<file path="src/rtl/countdown_sequencer.sv">
// mm:ss countdown sequencer for the VGA text painter: 1 s prescaler,
// IDLE/RUN/PAUSE/DONE control and BCD digit registers.
module countdown_sequencer #(
    parameter int TICKS_PER_SEC = 100_000_000,
    parameter int DONE_HOLD_SEC = 5
) (
    input  logic       clk_100MHz,
    input  logic       reset,
    input  logic       start,
    input  logic       pause,
    input  logic       clear,
    input  logic [3:0] preset_mD,
    input  logic [3:0] preset_mU,
    input  logic [3:0] preset_sD,
    input  logic [3:0] preset_sU,
    output logic [3:0] mDecimal,
    output logic [3:0] mUnit,
    output logic [3:0] sDecimal,
    output logic [3:0] sUnit,
    output logic [2:0] actualState,
    output logic       finish,
    output logic       sec_tick
);

    localparam int PW = (TICKS_PER_SEC > 1) ? $clog2(TICKS_PER_SEC) : 1;
    localparam int HW = (DONE_HOLD_SEC > 1) ? $clog2(DONE_HOLD_SEC + 1) : 1;

    typedef enum logic [2:0] {
        IDLE  = 3'd0,
        RUN   = 3'd1,
        PAUSE = 3'd2,
        DONE  = 3'd3
    } state_t;

    state_t          state;
    state_t          state_nxt;
    logic [15:0]     digits;
    logic [15:0]     digits_nxt;
    logic [PW-1:0]   presc;
    logic [PW-1:0]   presc_nxt;
    logic [HW-1:0]   hold;
    logic [HW-1:0]   hold_nxt;
    logic            finish_nxt;
    logic            tick_nxt;

    logic [15:0]     preset_sat;
    logic            preset_zero;
    logic            presc_wrap;
    logic            restart;
    logic [15:0]     digits_dec;

    // Clamp one BCD digit to its legal maximum.
    function automatic logic [3:0] sat_digit(input logic [3:0] d, input logic [3:0] max_d);
        return (d > max_d) ? max_d : d;
    endfunction

    // One-second decrement of {mD, mU, sD, sU} with the sexagesimal borrow chain.
    function automatic logic [15:0] bcd_dec(input logic [15:0] d);
        logic [3:0] md;
        logic [3:0] mu;
        logic [3:0] sd;
        logic [3:0] su;
        {md, mu, sd, su} = d;
        if (su != 4'd0) begin
            su = su - 4'd1;
        end else begin
            su = 4'd9;
            if (sd != 4'd0) begin
                sd = sd - 4'd1;
            end else begin
                sd = 4'd5;
                if (mu != 4'd0) begin
                    mu = mu - 4'd1;
                end else begin
                    mu = 4'd9;
                    md = (md != 4'd0) ? md - 4'd1 : 4'd0;
                end
            end
        end
        return {md, mu, sd, su};
    endfunction

    assign preset_sat  = {sat_digit(preset_mD, 4'd9), sat_digit(preset_mU, 4'd9),
                          sat_digit(preset_sD, 4'd5), sat_digit(preset_sU, 4'd9)};
    assign preset_zero = (preset_sat == 16'h0000);
    assign presc_wrap  = (presc == PW'(TICKS_PER_SEC - 1));
    assign restart     = start && !preset_zero;
    assign digits_dec  = bcd_dec(digits);

    always_comb begin
        state_nxt  = state;
        digits_nxt = digits;
        presc_nxt  = presc;
        hold_nxt   = hold;
        tick_nxt   = 1'b0;

        if (clear) begin
            state_nxt = IDLE;
            presc_nxt = '0;
            hold_nxt  = '0;
            if (state == IDLE) begin
                digits_nxt = preset_sat;
            end
        end else begin
            case (state)
                IDLE: begin
                    digits_nxt = preset_sat;
                    presc_nxt  = '0;
                    hold_nxt   = '0;
                    if (restart) begin
                        state_nxt = RUN;
                    end
                end
                RUN: begin
                    if (restart) begin
                        digits_nxt = preset_sat;
                        presc_nxt  = '0;
                    end else begin
                        // The cycle that carries the pause pulse is still a RUN cycle and counts.
                        presc_nxt = presc_wrap ? '0 : presc + PW'(1);
                        if (presc_wrap) begin
                            digits_nxt = digits_dec;
                            tick_nxt   = 1'b1;
                            if (digits_dec == 16'h0000) begin
                                state_nxt = DONE;
                                hold_nxt  = '0;
                            end
                        end
                        if (pause && state_nxt == RUN) begin
                            state_nxt = PAUSE;
                        end
                    end
                end
                PAUSE: begin
                    if (restart) begin
                        state_nxt  = RUN;
                        digits_nxt = preset_sat;
                        presc_nxt  = '0;
                    end else if (pause) begin
                        state_nxt = RUN;
                    end
                end
                DONE: begin
                    digits_nxt = 16'h0000;
                    presc_nxt  = presc_wrap ? '0 : presc + PW'(1);
                    if (presc_wrap) begin
                        if (hold == HW'(DONE_HOLD_SEC - 1)) begin
                            state_nxt = IDLE;
                            hold_nxt  = '0;
                        end else begin
                            hold_nxt = hold + HW'(1);
                        end
                    end
                end
                default: begin
                    state_nxt = IDLE;
                    presc_nxt = '0;
                    hold_nxt  = '0;
                end
            endcase
        end

        finish_nxt = (state_nxt == DONE);
    end

    always_ff @(posedge clk_100MHz) begin
        if (!reset) begin
            state    <= IDLE;
            digits   <= 16'h0000;
            presc    <= '0;
            hold     <= '0;
            finish   <= 1'b0;
            sec_tick <= 1'b0;
        end else begin
            state    <= state_nxt;
            digits   <= digits_nxt;
            presc    <= presc_nxt;
            hold     <= hold_nxt;
            finish   <= finish_nxt;
            sec_tick <= tick_nxt;
        end
    end

    assign {mDecimal, mUnit, sDecimal, sUnit} = digits;
    assign actualState = state;

endmodule

</file>
<file path="config.mk">
export PLATFORM = sky130hd
export DESIGN_NAME = countdown_sequencer
export DESIGN_NICKNAME = d
export VERILOG_FILES = /design/src/rtl/countdown_sequencer.sv
export SDC_FILE = /design/constraint.sdc
export NUM_CORES = 1
export LEC_CHECK = 0
export BUFFER_PORTS_ARGS = -buffer_cell sky130_fd_sc_hd__buf_2
export CAP_MARGIN = 15
export CORE_ASPECT_RATIO = 1.4
export CORE_UTILIZATION = 62
export DETAILED_ROUTE_END_ITERATION = 7
export GPL_ROUTABILITY_DRIVEN = 0
export GPL_TIMING_DRIVEN = 0
export PLACE_DENSITY = 0.84
export SKIP_LAST_GASP = 1
export SLEW_MARGIN = 30
export SYNTH_ARGS = -nofsm -noshare
export SYNTH_HDL_FRONTEND = slang
export SYNTH_SLANG_ARGS = --single-unit
export TNS_END_PERCENT = 5
</file>
<file path="constraint.sdc">
create_clock -name clk_100MHz -period 5.4 [get_ports clk_100MHz]
set_input_delay 0.81 -clock clk_100MHz [delete_from_list [all_inputs] [get_ports clk_100MHz]]
set_output_delay 0.81 -clock clk_100MHz [all_outputs]
set_load 0.05 [all_outputs]
</file>
==> reports/metrics.cfg <==
[place]
dpl_cell_area_um2=3410
dp_hpwl_um=6160
portBuffers=41

[timing]
rsz0062_at_grt=false
finalCritPeriodShare_pct=59.4
tns_ps=0
slew_viol_final=0
fin_worst_skew_ps=8.50
relSlewSlack_pct=56.0
fmax_mhz=312
setup_violations=0
worstMarginPinSlew_ps=661
hold_viol_final=0
fin_crit_ps=3210

[power_and_ir_drop]
p_int_mw=0.615
ir_drop_v=0.000261
power.total_mw=0.841
switchingPower_mw=0.226
comb_power_share_pct=15.9
p_seq_share_pct=47.5
power_leakage_nw=1.33
power.density_nw_per_um2=237
pwr-share-clk_pct=36.5
p_sw_share_pct=26.9

[logic_synthesis]
synth_fp_nets=414
synthArstFlopShare_pct=0
netlist.area_leader.share_pct=32.7
ys_warn_count=0
synth_top_area_cell=dfxtp_1
synthCells=390
synth_seq_cells=51
ys_types=61
synth_edf_count=0
synth_area_per_cell_um2=8.01
ys.flop_type=dfxtp_1
seq_area_frac_synth_pct=32.7
synth_area_leaders=dfxtp_1 (33%), nor2_1 (8.0%), xor2_1 (3.9%)
syn_area_um2=3130

[clock_network]
cts_sinks=51
cts_setup_buffers=0
holdBufCountCts=0
cts_buffer_depth=2
cts.root.buffer_cell=clkbuf_8
cts_tree=yes
cts_buffers=5
clkTransAtPathRegs_ps=90
h-tree-depth=2
cts_resized=0
clkLatencyLatePin_ps=300

[routing]
drt_pass1_iterations=6
route.detailed.drc=0
ant_nets=0
avgViaCountPerCell=6.41
drt_iter0_drc=443
routed_wl_um=8370
num_vias=3226
drt-wirelength-per-cell_um=16.6

[worst_setup_path]
end_kind=register
cp.required_ps=5570
cp_max_fo=10
worstSetupStartpointType=primary input
crit_type=in2reg
cp.arrival_ps=3380

[layout]
fillers=391
diodes=0
design_area_um2=3540
final_layout_size_suffix_gt1_share_pct=13.7
area.growth.synth_to_final_pct=13.4
nNetsFinal=462

[global_route]
grt_util_all_layers_pct=32.7
overflow=0
grt_pass1_wl_um=13300
grt_pass1_vias=2887
antenna_found_initial=0
grt_max_degree=16

[die]
ioPinCount=42
chipWidth_um=62.0
die_y_um=86.0
coreArea_um2=4840
start_util_pct=64.5
rows=30
fp.dieArea_um2=5330

[run_status]
status=completed

[flow_run]
drv_cap=0

[min_path]
min_path_type=reg2reg

[flip-flops by register name, indices dropped and copies added, names as in the netlist]
register,count
actualState,3
digits,16
finish,1
hold,3
presc,27
sec_tick,1
[cells in the mapped netlist (10+ instances only)]
master	n
nand4_1	16
dfxtp_1	51
nor2_1	67
nor3_1	12
nand3_1	13
xor2_1	14
nor4_1	10
clkbuf_1	18
nand2_1	20
a21oi_1	13
o211a_1	10
xnor2_1	13
[cell type report]
cell class	count	area [um^2]	area share (%)
Sequential cell	51	1020	28.8
Buffer	22	93.8	2.65
Clock buffer	6	72.6	2.05
Inverter	5	18.8	0.530
Timing Repair Buffer	41	205	5.79
Clock inverter	2	60.1	1.69
Multi-Input combinational cell	312	1990	56.2
Tap cell	64	80.1	2.26
[power by group through the flow]
stage	Combinational, mW	Clock [mW]	Sequential (mW)
after floorplan	0.0643	0	0.436
after global placement	0.129	0	0.407
after detailed placement	0.131	0	0.408
after CTS	0.132	0.313	0.399
after global routing	0.144	0.326	0.401
final	0.134	0.307	0.400
[routing by layer]
| layer | GRT usage (%) | vias to the layer above | wire length [um] |
|---|---|---|---|
| li1 | - | 1544 | - |
| met2 | 55.2 | 172 | 4270 |
| met3 | 6.03 | 39 | 513 |
| met5 | 0 | - | 0 |
| met4 | 17.2 | 0 | 357 |
| met1 | 37.4 | 1471 | 3220 |
[kinds of logic (layout without fill, tap and decap cells)]
| logic type | after synthesis | count (layout) | share of synthesized area [%] |
|---|---|---|---|
| mux | 5 | 5 | 1.64 |
| other cells | 1 | 1 | 0.120 |
| simple gates | 194 | 194 | 33.3 |
| buf+inv | 27 | 76 | 3.60 |
| compound gates | 82 | 82 | 19.9 |
| xor+xnor | 27 | 27 | 7.57 |
| fa+ha+maj | 3 | 3 | 1.20 |
| flops | 51 | 51 | 32.7 |
[worst paths after layout]
check                        start                       to  slack, ps  cells after the start
min reg2reg   hold[1]$_SDFFE_PP0P_     hold[1]$_SDFFE_PP0P_        530                      1
max                   preset_sU[3]   digits[4]$_SDFFE_PN0P_       2190                      8
max reg2reg  presc[2]$_SDFFE_PP0P_  digits[12]$_SDFFE_PN0P_       2460                      6
min           hold[1]$_SDFFE_PP0P_     hold[1]$_SDFFE_PP0P_        530                      1
[critical path, stage by stage]
cell      delay [ps]
buf_2            130
or4_1            610
o41ai_2          640
buf_2            350
buf_2            290
nor3_1            80
a311oi_1         340
o21ai_1          120
[placed cells by master (no fill, tap or decap), drive strengths merged, types with 4 or more instances in the layout]
cell	synthesis	final
buf	4	45
dfxtp	51	51
and3	7	7
and4	4	4
or4	7	7
mux2i	4	4
xnor2	13	13
and2	5	5
nand2b	9	9
nor3b	5	5
o211a	10	10
nand3	13	13
o311ai	4	4
o221ai	5	5
a211oi	4	4
a21oi	13	13
nand4	16	16
xor2	14	14
nand2	20	20
nor2	67	67
clkbuf	18	24
inv	5	5
nor3	12	12
nor4	11	11
o21ai	12	12
[through the flow]
step	hold slack, ps	worst slack (ps)	std cells	utilization [%]
after floorplan	468	2550	390	-
after global placement	480	2020	495	70.4
after detailed placement	507	2000	495	70.4
after CTS	526	2250	503	73.2
after global routing	539	2120	503	73.2
final	525	2190	503	73.2
No activity file was read; power rests on OpenSTA's default activity.
